### src/rtl/vga_rx_decoder.sv
// VGA receiver: recovers pixel coordinates from hsync/vsync, measures line and
// frame lengths, and tracks timing lock through a SEARCH/TRACK/LOCKED FSM.
module vga_rx_decoder #(
   parameter int   H_ACTIVE = 640,
   parameter int   H_FP     = 16,
   parameter int   H_SYNC   = 96,
   parameter int   H_BP     = 48,
   parameter int   V_ACTIVE = 480,
   parameter int   V_FP     = 10,
   parameter int   V_SYNC   = 2,
   parameter int   V_BP     = 33,
   parameter logic SYNC_ACT = 1'b0
) (
   input  logic        board_clock,
   input  logic        reset_n,
   input  logic        pix_en,
   input  logic        hsync,
   input  logic        vsync,
   input  logic [7:0]  red,
   input  logic [7:0]  green,
   input  logic [7:0]  blue,
   output logic [9:0]  x_val,
   output logic [9:0]  y_val,
   output logic        pixel_valid,
   output logic [7:0]  pix_red,
   output logic [7:0]  pix_green,
   output logic [7:0]  pix_blue,
   output logic        frame_start,
   output logic        locked,
   output logic        h_err,
   output logic        v_err,
   output logic [11:0] h_count_meas,
   output logic [11:0] v_count_meas
);

   localparam logic [11:0] H_TOTAL = 12'(H_ACTIVE + H_FP + H_SYNC + H_BP);
   localparam logic [11:0] V_TOTAL = 12'(V_ACTIVE + V_FP + V_SYNC + V_BP);
   localparam logic [11:0] H_START = 12'(H_SYNC + H_BP);
   localparam logic [11:0] H_END   = 12'(H_SYNC + H_BP + H_ACTIVE);
   localparam logic [11:0] V_START = 12'(V_SYNC + V_BP);
   localparam logic [11:0] V_END   = 12'(V_SYNC + V_BP + V_ACTIVE);

   typedef enum logic [1:0] {
      ST_SEARCH,
      ST_TRACK,
      ST_LOCKED
   } state_t;

   state_t      r_state;
   logic        r_hs_q, r_vs_q;
   logic [11:0] r_h_cnt, r_v_cnt;
   logic        r_v_pend;
   logic        r_line_bad;
   logic [11:0] r_h_meas, r_v_meas;
   logic [9:0]  r_x_val, r_y_val;
   logic [7:0]  r_red, r_green, r_blue;
   logic        r_valid, r_frame_start, r_locked, r_h_err, r_v_err;

   logic        w_hs_le, w_vs_le, w_frame_evt;
   logic [11:0] w_h_inc, w_v_inc, w_h_next, w_v_next;
   logic        w_h_bad, w_v_meas_bad, w_v_bad, w_frame_clean;
   logic        w_active, w_origin;

   assign w_hs_le     = pix_en && (r_hs_q != SYNC_ACT) && (hsync == SYNC_ACT);
   assign w_vs_le     = pix_en && (r_vs_q != SYNC_ACT) && (vsync == SYNC_ACT);
   // A vsync edge coinciding with an hsync edge closes the frame on that same line.
   assign w_frame_evt = w_hs_le && (r_v_pend || w_vs_le);

   assign w_h_inc  = (r_h_cnt == 12'hFFF) ? r_h_cnt : r_h_cnt + 12'd1;
   assign w_v_inc  = (r_v_cnt == 12'hFFF) ? r_v_cnt : r_v_cnt + 12'd1;
   assign w_h_next = w_hs_le ? 12'd0 : (pix_en ? w_h_inc : r_h_cnt);
   assign w_v_next = w_frame_evt ? 12'd0 : (w_hs_le ? w_v_inc : r_v_cnt);

   assign w_h_bad       = (w_hs_le && (w_h_inc != H_TOTAL))
                        || (pix_en && !w_hs_le && (w_h_inc == H_TOTAL));
   assign w_v_meas_bad  = w_frame_evt && (w_v_inc != V_TOTAL);
   assign w_v_bad       = w_v_meas_bad
                        || (w_hs_le && !w_frame_evt && (w_v_inc == V_TOTAL));
   assign w_frame_clean = w_frame_evt && !w_v_meas_bad && !w_h_bad && !r_line_bad;

   // Position of the sample being taken this cycle, so the hsync sample is pixel 0.
   assign w_active = pix_en
                   && (w_h_next >= H_START) && (w_h_next < H_END)
                   && (w_v_next >= V_START) && (w_v_next < V_END);
   assign w_origin = (w_h_next == H_START) && (w_v_next == V_START);

   always_ff @(posedge board_clock or negedge reset_n) begin
      if (!reset_n) begin
         // NOTE: sync registers idle at the deasserted level so a sync already
         // active when reset releases is still seen as a leading edge.
         r_hs_q        <= ~SYNC_ACT;
         r_vs_q        <= ~SYNC_ACT;
         r_h_cnt       <= '0;
         r_v_cnt       <= '0;
         r_v_pend      <= 1'b0;
         r_line_bad    <= 1'b0;
         r_h_meas      <= '0;
         r_v_meas      <= '0;
         r_x_val       <= '0;
         r_y_val       <= '0;
         r_red         <= '0;
         r_green       <= '0;
         r_blue        <= '0;
         r_valid       <= 1'b0;
         r_frame_start <= 1'b0;
      end else begin
         if (pix_en) begin
            r_hs_q <= hsync;
            r_vs_q <= vsync;
         end
         r_h_cnt <= w_h_next;
         r_v_cnt <= w_v_next;

         if (w_frame_evt)  r_v_pend <= 1'b0;
         else if (w_vs_le) r_v_pend <= 1'b1;

         if (w_frame_evt)  r_line_bad <= 1'b0;
         else if (w_h_bad) r_line_bad <= 1'b1;

         if (w_hs_le)     r_h_meas <= w_h_inc;
         if (w_frame_evt) r_v_meas <= w_v_inc;

         r_valid       <= w_active;
         r_frame_start <= w_active && w_origin && r_locked;
         if (w_active) begin
            r_x_val <= 10'(w_h_next - H_START);
            r_y_val <= 10'(w_v_next - V_START);
            r_red   <= red;
            r_green <= green;
            r_blue  <= blue;
         end
      end
   end

   always_ff @(posedge board_clock or negedge reset_n) begin
      if (!reset_n) begin
         r_state  <= ST_SEARCH;
         r_locked <= 1'b0;
         r_h_err  <= 1'b0;
         r_v_err  <= 1'b0;
      end else begin
         if (w_h_bad) r_h_err <= 1'b1;
         if (w_v_bad) r_v_err <= 1'b1;
         case (r_state)
            ST_SEARCH: begin
               if (w_frame_clean) r_state <= ST_TRACK;
            end
            ST_TRACK: begin
               if (w_h_bad || w_v_bad) begin
                  r_state <= ST_SEARCH;
               end else if (w_frame_clean) begin
                  // Lock entry is the only event besides reset that clears errors.
                  r_state  <= ST_LOCKED;
                  r_locked <= 1'b1;
                  r_h_err  <= 1'b0;
                  r_v_err  <= 1'b0;
               end
            end
            ST_LOCKED: begin
               if (w_h_bad || w_v_bad) begin
                  r_state  <= ST_SEARCH;
                  r_locked <= 1'b0;
               end
            end
            default: begin
               r_state  <= ST_SEARCH;
               r_locked <= 1'b0;
            end
         endcase
      end
   end

   assign x_val        = r_x_val;
   assign y_val        = r_y_val;
   assign pixel_valid  = r_valid;
   assign pix_red      = r_red;
   assign pix_green    = r_green;
   assign pix_blue     = r_blue;
   assign frame_start  = r_frame_start;
   assign locked       = r_locked;
   assign h_err        = r_h_err;
   assign v_err        = r_v_err;
   assign h_count_meas = r_h_meas;
   assign v_count_meas = r_v_meas;

endmodule

### config.mk
export PLATFORM = sky130hd
export DESIGN_NAME = vga_rx_decoder
export DESIGN_NICKNAME = d
export VERILOG_FILES = /design/src/rtl/vga_rx_decoder.sv
export SDC_FILE = /design/constraint.sdc
export NUM_CORES = 1
export LEC_CHECK = 0
export ABC_CLOCK_PERIOD_IN_PS = 3600
export CELL_PAD_IN_SITES_DETAIL_PLACEMENT = 0
export CELL_PAD_IN_SITES_GLOBAL_PLACEMENT = 2
export CORE_ASPECT_RATIO = 1.2
export CORE_MARGIN = 3
export CORE_UTILIZATION = 31
export CTS_CLUSTER_SIZE = 40
export DETAILED_ROUTE_END_ITERATION = 12
export PLACE_DENSITY_LB_ADDON = 0.1
export SLEW_MARGIN = 20
export SYNTH_ARGS = -nofsm -noshare
export SYNTH_HDL_FRONTEND = slang
export SYNTH_SLANG_ARGS = --single-unit
### constraint.sdc
create_clock -name board_clock -period 3.6 [get_ports board_clock]
set_clock_uncertainty 0.1 [all_clocks]
set_input_delay 0.54 -clock board_clock [delete_from_list [all_inputs] [get_ports board_clock]]
set_output_delay 0.54 -clock board_clock [all_outputs]
set_load 0.005 [all_outputs]
==> results of run 1 <==
-- path summary, 6_finish.rpt --
kind / from / end / depth (start not counted)
worst min-delay path: reset_n / pix_red[4]$_DFFE_PN0P_ / 1
max in group asynchronous: reset_n / pix_green[6]$_DFFE_PN0P_ / 2
min in group board_clock: h_count_meas[5]$_DFFE_PN0N_ / h_count_meas[5]$_DFFE_PN0N_ / 2
worst min register to register: h_count_meas[5]$_DFFE_PN0N_ / h_count_meas[5]$_DFFE_PN0N_ / 2
worst max-delay path: r_h_cnt[1]$_DFF_PN0_ / pix_red[0]$_DFFE_PN0P_ / 13
worst max register to register: r_h_cnt[1]$_DFF_PN0_ / pix_red[0]$_DFFE_PN0P_ / 13
-- what timing repair did --
action                                  CTS  global route
cloned                                    0             3
setup buffers                             0             3
endpoints found under the setup margin   41            45
pin swaps                                 0             8
resized for setup                         1            19
-- sequential cells by signal, indices dropped and copies added, names as in the netlist, 10 cells and up --
register and count:
y_val 10, v_count_meas 12, r_v_cnt 12, h_count_meas 12, x_val 10, r_h_cnt 12
-- per-layer routing --
layer | share of wire | GRT usage
met1 | 0.43 | 0.221
met2 | 0.52 | 0.304
met3 | 0.030 | 0.0285
met4 | 0.022 | 0.0594
met5 | 0 | 0
-- cell usage after synthesis, types with 5 or more instances --
cell type | n | area share
dfrtp_1 | 101 | 0.44
nand2_1 | 47 | 0.031
mux2_4 | 35 | 0.092
nor2_1 | 33 | 0.022
o21ai_0 | 30 | 0.026
buf_2 | 19 | 0.017
a21oi_1 | 16 | 0.014
nand3_1 | 16 | 0.014
xnor2_1 | 16 | 0.024
inv_1 | 15 | 0.0098
nor3_1 | 14 | 0.012
buf_6 | 12 | 0.024
a31oi_1 | 11 | 0.012
clkbuf_1 | 10 | 0.0065
and3_1 | 9 | 0.0098
mux2_2 | 9 | 0.018
mux2i_1 | 9 | 0.016
a211oi_1 | 6 | 0.0078
nand4_1 | 6 | 0.0065
a21o_1 | 5 | 0.0065
and4_1 | 5 | 0.0076
buf_4 | 5 | 0.0065
ha_1 | 5 | 0.011
nand2b_1 | 5 | 0.0054
nor4_1 | 5 | 0.0054
o31ai_1 | 5 | 0.0065
-- worst register-to-register path: stages, from the launching register on --
cell,delay [ns]
dfrtp_1,0.39
ha_2,0.19
and3_4,0.18
a311oi_2,0.32
o21ai_1,0.14
a22oi_2,0.21
ha_2,0.20
nand2b_1,0.06
nor4_2,0.33
buf_4,0.18
nor4_2,0.04
a2111o_2,0.54
clkbuf_16,0.23
mux2_4,0.30
-- layout make-up --
type	count	area, um2
fillers	1702	9890
repair buffers	203	1840
clock buffers	9	225
well taps	220	275
multi-input cells	374	2880
flip-flops and latches	103	2580
inverters	15	56.3
clock inverters	7	97.6
-- through the flow --
| stage | area, um2 | power, mW |
|---|---|---|
| CTS | 7780 | 2.95 |
| finish | 7950 | 2.92 |
| detailed placement | 7460 | 1.87 |
| global route | 7950 | 3.07 |
| floorplan | 5740 | 1.56 |
| global placement | 7460 | 1.87 |
-- kinds of logic (layout without fill, tap and decap cells) --
kind of cell,count (synthesis),in the layout,share of synthesized area
simple gates,172,172,0.164
mux,53,53,0.125
compound gates,124,124,0.158
flops,103,103,0.449
xor+xnor,20,20,0.0305
buf+inv,61,234,0.0630
fa+ha+maj,5,5,0.0109
-- power by group --
group          internal, mW  switching, mW
Sequential             1.23         0.0578
Clock                 0.561          0.495
Combinational         0.297          0.274
==> flow_summary.json, run 1 <==
{
  "peakVddDrop_v": 0.000222,
  "crit_chain": "ha_2 > and3_4 > a311oi_2 > o21ai_1 > a22oi_2 > ha_2 > nand2b_1 > nor4_2 > buf_4 > nor4_2 > a2111o_2 > clkbuf_16 > mux2_4",
  "fin_cells": 931,
  "wl_per_cell_um": 18.7,
  "max_stage_delay_ns": 0.54,
  "cts_root_buffer": "clkbuf_16",
  "path_max_fanout": 8,
  "cts_made_buffers": 9,
  "final_util": 0.446,
  "fp.coreArea_um2": 17800,
  "grt_pass1_vias": 5103,
  "clockBufferDepth": 2,
  "gp_congestion": 0.891,
  "antenna_found_initial": 0,
  "start_kind": "flip-flop",
  "die_area_um2": 20200,
  "reg2reg_slack_ns": 0.07,
  "endpoint_kind": "flip-flop",
  "tritoncts": "done",
  "cp_slowest_cell": "a2111o_2",
  "postRouteWirelength_um": 17400,
  "cts.clk_slew.worst_paths_ns": 0.08,
  "ctsHoldBuffers": 0,
  "synth_area_per_cell_um2": 10.7,
  "fin_tns_setup_ns": 0,
  "synth-main-ff-cell": "dfrtp_1",
  "dr.first_iter.drc_count": 272,
  "antenna_cells": 0,
  "cp_top_family": "compound AO/OA/AOI/OAI gates",
  "vias": 4847,
  "dp_cells": 909,
  "status": "completed",
  "fin_crit_ns": 3.53,
  "ys_types": 80,
  "rsz0062_at_grt": "true",
  "rows": 53,
  "final.period_utilization": 0.980,
  "ys_seq_area_frac": 0.449,
  "final_max_slew_viol_count": 0,
  "start_util": 0.322,
  "tightestPinTransition_ns": 0.887,
  "yosysWarningCount": 0,
  "cp.arrival_ns": 3.68,
  "grt.total_usage": 0.176,
  "vias_per_cell": 5.21,
  "grt_pass1_wl_um": 27900,
  "nets": 740,
  "drt_first_pass_iters": 5,
  "final_hold_viol_count": 0,
  "ys_seq_elements": 103,
  "criticalPathCategory": "flip-flop to flip-flop",
  "p_leak_nw": 3.65,
  "hold_class": "input port to asynchronous set/reset pin",
  "io_pins": 102,
  "cts.sinks": 103,
  "grt_max_degree": 70,
  "route.detailed.drc": 0,
  "layout_common_cells": "dfrtp_1 (100), clkdlybuf4s50_1 (100), buf_4 (97)",
  "maxCapViolCount": 0,
  "die_y_um": 155,
  "syn_inst": 538,
  "relSlewSlack": 0.409,
  "fmax_ghz": 0.283,
  "finalSetupViolations": 0,
  "cp.required_ns": 3.75,
  "layout-drive-gt1-share": 0.284,
  "cts_max_level": 3,
  "grt_overflow": 0,
  "critPathBufInv": 2,
  "port_buffers": 101,
  "dp_hpwl_um": 13100,
  "ant_nets": 0,
  "dp_slack_ns": -0.342,
  "layout_setup_ws_ns": 0.0703,
  "synth_edf_count": 0,
  "synth_fp_nets": 572,
  "fin_hold_ws_ns": 0.199,
  "die_x_um": 130,
  "power_density_nw_per_um2": 367,
  "worstSkewPairLatency_ns": 0.35,
  "syn2layout_area_growth_pct": 38.4,
  "async_flop_share": 1.00,
  "syn-cell-area_um2": 5740
}
(Power assumes the default switching activity.)
==> inputs of run 2 (changes only) <==
--- a/config.mk
+++ b/config.mk
@@ -6,6 +6,7 @@
 export NUM_CORES = 1
 export LEC_CHECK = 0
 export ABC_CLOCK_PERIOD_IN_PS = 3600
+export CAP_MARGIN = 15
 export CELL_PAD_IN_SITES_DETAIL_PLACEMENT = 0
 export CELL_PAD_IN_SITES_GLOBAL_PLACEMENT = 2
 export CORE_ASPECT_RATIO = 1.2
@@ -14,6 +15,7 @@
 export CTS_CLUSTER_SIZE = 40
 export DETAILED_ROUTE_END_ITERATION = 12
 export PLACE_DENSITY_LB_ADDON = 0.1
+export REMOVE_ABC_BUFFERS = 1
 export SLEW_MARGIN = 20
 export SYNTH_ARGS = -nofsm -noshare
 export SYNTH_HDL_FRONTEND = slang
==> run 2 against run 1 <==
  * First-iteration DRC count up 39%
  * Count of clock-buffer cells in the layout up 1
  * Non-clock buffer count up 2
==> flow_summary.json, run 2 (synthesis results as in run 1) <==
{
  "peakVddDrop_v": 0.000225,
  "reg2regPathDepth": 11,
  "grtUsageMet3": 0.0223,
  "layout_setup_ws_ns": 0.0613,
  "relSlewSlack": 0.575,
  "reg2reg_slack_ns": 0.17,
  "fp.coreArea_um2": 17800,
  "grt_pass1_wl_um": 27900,
  "grt_pass1_vias": 5019,
  "power_frac_seq": 0.445,
  "dr.first_iter.drc_count": 377,
  "grt_overflow": 0,
  "tightestPinTransition_ns": 0.637,
  "fin_crit_ns": 3.54,
  "worstSkewPairLatency_ns": 0.36,
  "cts_root_buffer": "clkbuf_16",
  "fin_hold_ws_ns": 0.101,
  "power_density_nw_per_um2": 363,
  "p_sw_uw": 835,
  "final_hold_viol_count": 0,
  "p_leak_nw": 3.65,
  "criticalPathCategory": "input port to flip-flop",
  "ctsHoldBuffers": 0,
  "start_util": 0.322,
  "finalSetupViolations": 0,
  "nets": 742,
  "postRouteWirelength_um": 17600,
  "regArea_um2": 2580,
  "fmax_ghz": 0.283,
  "grt.total_usage": 0.177,
  "status": "completed",
  "post_cts_buffers": 0,
  "die_y_um": 155,
  "layout-drive-gt1-share": 0.288,
  "wl_per_cell_um": 18.9,
  "cts.clk_slew.worst_paths_ns": 0.08,
  "antenna_found_initial": 0,
  "use_met2": 0.320,
  "die_x_um": 130,
  "drt_first_pass_iters": 4,
  "dp_hpwl_um": 13500,
  "die_area_um2": 20200,
  "port_buffers": 101,
  "grt.busiest_layer": "met2",
  "ant_nets": 0,
  "final_max_slew_viol_count": 0,
  "grt_max_degree": 59,
  "share_comb_of_total_power": 0.209,
  "route.detailed.drc": 0,
  "vias": 4809,
  "multi_input_area_um2": 2890,
  "p_int_mw": 2.05,
  "use_met1": 0.210,
  "endpoint_kind": "flip-flop",
  "fillers": 1681,
  "p_clk_frac": 0.347,
  "vias_per_cell": 5.15,
  "maxCapViolCount": 0,
  "cts.sinks": 103,
  "clockBufferDepth": 2,
  "gp_congestion": 0.876,
  "path_max_fanout": 23,
  "power.total_mw": 2.89,
  "tritoncts": "done",
  "cp.required_ns": 3.75,
  "r2r_start": "r_v_cnt[0]$_DFF_PN0_",
  "final.period_utilization": 0.983,
  "cts_made_buffers": 9,
  "dp_slack_ns": -0.469,
  "switching_share": 0.289,
  "cts_max_level": 3,
  "hold_class": "input port to asynchronous set/reset pin",
  "r2r_end": "pix_green[0]$_DFFE_PN0P_",
  "cp.arrival_ns": 3.68,
  "start_kind": "input port",
  "io_pins": 102,
  "syn2layout_area_growth_pct": 38.4,
  "layout_common_cells": "dfrtp_1 (101), buf_4 (101), clkdlybuf4s50_1 (100)",
  "antenna_cells": 0,
  "rows": 53
}
-- run 2: changes by cell type in the layout (fill, tap and decap cells not counted), moves of 2 or more --
cell,before,now
inv_8,0,2
buf_6,2,0
a211oi_4,1,3
nor3_1,14,12
clkinv_8,2,0
buf_4,97,101
nor3_2,0,2
a211oi_2,2,0
-- run 2: per-stage QoR --
step | cells | util | setup TNS [ns] | cell area [um2]
2_1_floorplan | 492 | - | -48.19 | 5440
3_3_place_gp | 916 | 0.422 | -25.29 | 7530
3_5_place_dp | 916 | 0.422 | -19.87 | 7530
4_1_cts | 932 | 0.439 | 0 | 7840
5_1_grt | 933 | 0.446 | -0.00299 | 7950
6_report | 933 | 0.446 | 0 | 7950
-- run 2: worst max-delay path by stage --
stage,start,end,cells after the start
final,pix_en,pix_green[0]$_DFFE_PN0P_,11
after global placement,hsync,pix_green[5]$_DFFE_PN0P_,14
after CTS,vsync,x_val[3]$_DFFE_PN0P_,13
after global routing,pix_en,y_val[3]$_DFFE_PN0P_,11
after detailed placement,hsync,x_val[3]$_DFFE_PN0P_,14
after floorplan,hsync,pix_blue[0]$_DFFE_PN0P_,9
-- run 2: area by class of cell --
type	count	share of cell area
multi-input cells	374	0.364
repair buffers	205	0.233
well taps	220	0.0346
clock inverters	6	0.00724
clock buffers	10	0.0301
inverters	15	0.00708
flip-flops and latches	103	0.325
-- run 2: critical path, stage by stage --
cell and delay (ns):
clkdlybuf4s50_1 0.53, buf_4 0.19, buf_4 0.16, nand2_1 0.07
or4_4 0.51, o311a_1 0.38, nor2_2 0.18, o311ai_1 0.13
a2111o_2 0.43, clkbuf_16 0.24, mux2_4 0.31
-- run 2: power by group through the flow --
stage | clock, mW | combinational, mW | sequential (mW)
final | 1.00 | 0.603 | 1.29
after global routing | 1.08 | 0.664 | 1.30
after CTS | 1.04 | 0.597 | 1.29
after detailed placement | 0 | 0.594 | 1.31
after global placement | 0 | 0.599 | 1.31
after floorplan | 0 | 0.210 | 1.33
-- run 2: layer usage --
layer  vias up  part of all wire
li1       2297                 -
met1      2363              0.40
met2       117              0.54
met3        32             0.030
met4         0             0.026
met5         -                 0
-- run 2: repair_timing --
action,in CTS,in global routing
pin swaps,0,3
resized for setup,2,18
gates cloned,0,1
endpoints found under the setup margin,41,45
==> inputs of run 3 (changes only) <==
--- a/config.mk
+++ b/config.mk
@@ -10,11 +10,12 @@
 export CELL_PAD_IN_SITES_DETAIL_PLACEMENT = 0
 export CELL_PAD_IN_SITES_GLOBAL_PLACEMENT = 2
 export CORE_ASPECT_RATIO = 1.2
-export CORE_MARGIN = 3
+export CORE_MARGIN = 2
 export CORE_UTILIZATION = 31
 export CTS_CLUSTER_SIZE = 40
 export DETAILED_ROUTE_END_ITERATION = 12
 export PLACE_DENSITY_LB_ADDON = 0.1
+export RECOVER_POWER = 50
 export REMOVE_ABC_BUFFERS = 1
 export SLEW_MARGIN = 20
 export SYNTH_ARGS = -nofsm -noshare
==> run 3 against run 2 <==
  * The run now ends with capacitance limit, slew limit left
  * First-iteration DRC count is 34% lower
  * Worst hold slack better by 0.27 ns
  * Design area is 0.20% lower
  * Non-clock buffer count is 3 higher
  * Count of clock-buffer cells in the layout is 1 higher
  * Combinational power is 2% lower
  * Highest routed layer unchanged
==> flow_summary.json, run 3 (synthesis results as in run 1) <==
{
  "port_buffers": 101,
  "wl_met1_um": 7180,
  "worst_hold_startpoint": "v_count_meas[6]$_DFFE_PN0P_",
  "peakVddDrop_v": 0.000229,
  "vias": 4782,
  "cts.clk_slew.worst_paths_ns": 0.07,
  "postRouteWirelength_um": 17300,
  "min_path_cells": 2,
  "die_y_um": 153,
  "fp.coreArea_um2": 18200,
  "failed_checks": "capacitance limit, slew limit",
  "drt_first_pass_iters": 4,
  "layout_setup_ws_ns": 0.0668,
  "io_pins": 102,
  "fin_crit_ns": 3.53,
  "vias_per_cell": 5.09,
  "maxCapViolCount": 1,
  "fmax_ghz": 0.283,
  "dr.first_iter.drc_count": 249,
  "criticalPathCategory": "input port to flip-flop",
  "wl_met2_um": 9250,
  "grt.total_usage": 0.182,
  "cts_made_buffers": 9,
  "relSlewSlack": -0.120,
  "regArea_um2": 2580,
  "grt_pass1_wl_um": 27600,
  "crit_start": "pix_en",
  "multi_input_area_um2": 2860,
  "finalSetupViolations": 0,
  "nets": 745,
  "start_kind": "input port",
  "final.period_utilization": 0.981,
  "path_max_fanout": 20,
  "cp_slowest_cell": "a2111o_2",
  "r2r_start": "r_h_cnt[0]$_DFF_PN0_",
  "worstSkewPairLatency_ns": 0.35,
  "hold_class": "flip-flop to flip-flop",
  "ant_nets": 0,
  "tightestPinTransition_ns": 1.68,
  "dp_cells": 921,
  "dp_hpwl_um": 13100,
  "fillers": 1776,
  "cp.arrival_ns": 3.67,
  "max_stage_delay_ns": 0.61,
  "cts_max_level": 3,
  "final_max_slew_viol_count": 31,
  "gp_congestion": 0.862,
  "grt_pass1_vias": 5041,
  "clockBufferDepth": 2,
  "antenna_cells": 0,
  "power_density_nw_per_um2": 364,
  "cts.sinks": 103,
  "crit_chain": "clkdlybuf4s50_1 > buf_6 > a21o_1 > o21ai_1 > a32o_1 > ha_2 > nor4_4 > nand4_1 > a2111o_2 > buf_12 > mux2_4",
  "reg2regPathDepth": 14,
  "route.detailed.drc": 0,
  "status": "finished, violations left",
  "reg2reg_slack_ns": 0.18,
  "layout-drive-gt1-share": 0.278,
  "cts_root_buffer": "clkbuf_16",
  "die_x_um": 128,
  "grt_overflow": 0,
  "dp_slack_ns": -0.397,
  "syn2layout_area_growth_pct": 38.1,
  "die_area_um2": 19600,
  "fin_cells": 940,
  "final_hold_viol_count": 0,
  "start_util": 0.316,
  "dr_wl_met3_um": 429,
  "p_leak_nw": 3.63,
  "tritoncts": "done",
  "endpoint": "x_val[1]$_DFFE_PN0P_",
  "grt_max_degree": 58,
  "cp.required_ns": 3.74,
  "r2r_end": "x_val[1]$_DFFE_PN0P_",
  "wl_per_cell_um": 18.4,
  "layout_common_cells": "dfrtp_1 (101), clkdlybuf4s50_1 (100), buf_4 (99)",
  "endpoint_kind": "flip-flop",
  "final_common_cell": "dfrtp_1",
  "rows": 54,
  "highest_layer": "met4",
  "antenna_found_initial": 0,
  "power.total_mw": 2.89
}
[run 3: changes by cell type in the layout (fill, tap and decap cells not counted), sizes merged]
cell      previous run  this run
clkinv               1         0
clkbuf              11        15
bufinv               0         1
clkinvlp             0         2
inv                 20        17
[run 3: critical path, delay by kind of cell]
family	cells	cell delay [ns]
AO/OA/AOI/OAI	4	1.10
adder cells (fa/ha/maj)	1	0.20
buffers and inverters	3	0.98
multiplexers	1	0.31
AND/OR/NAND/NOR	2	0.51
[run 3: area by class of cell]
class,count,area share
inverters,15,0.00710
flip-flops and latches,103,0.325
clock inverters,5,0.00820
repair buffers,208,0.234
clock buffers,11,0.0293
well taps,224,0.0353
multi-input cells,374,0.361
[run 3: worst min path at each step]
| stage | slack, ns | end |
|---|---|---|
| 4_1_cts | 0.18 | v_count_meas[5]$_DFFE_PN0P_ |
| 5_1_grt | 0.40 | v_count_meas[7]$_DFFE_PN0P_ |
| 3_3_place_gp | 0.36 | h_count_meas[5]$_DFFE_PN0N_ |
| 3_5_place_dp | 0.37 | h_count_meas[5]$_DFFE_PN0N_ |
| 2_1_floorplan | 0.14 | frame_start$_DFF_PN0_ |
| 6_report | 0.37 | v_count_meas[6]$_DFFE_PN0P_ |
[run 3: power by group]
group | switching (mW) | leakage, nW | internal, mW
combinational | 0.285 | 2.12 | 0.306
clock | 0.466 | 0.138 | 0.548
sequential | 0.0484 | 1.37 | 1.23
total | 0.799 | 3.63 | 2.09
[run 3: layer usage]
metal	vias up	GRT usage
met5	-	0
met4	0	0.0680
met2	85	0.324
met3	27	0.0305
met1	2365	0.217
li1	2305	-
[run 3: what timing repair did]
action,4_1_cts,5_1_grt
resized for setup,5,10
hold buffers,0,0
setup endpoints to repair,42,39
buffers inserted,0,0
cloned,0,3
[run 3: stage by stage]
step / TNS (ns) / hold WS, ns / area [um2] / utilization
3_3_place_gp: -13.21 / 0.359 / 7550 / 0.415
3_5_place_dp: -16.36 / 0.367 / 7550 / 0.415
5_1_grt: -0.0595 / 0.401 / 7930 / 0.437
6_report: 0 / 0.375 / 7930 / 0.437
2_1_floorplan: -48.19 / 0.144 / 5440 / -
4_1_cts: 0 / 0.181 / 7880 / 0.433
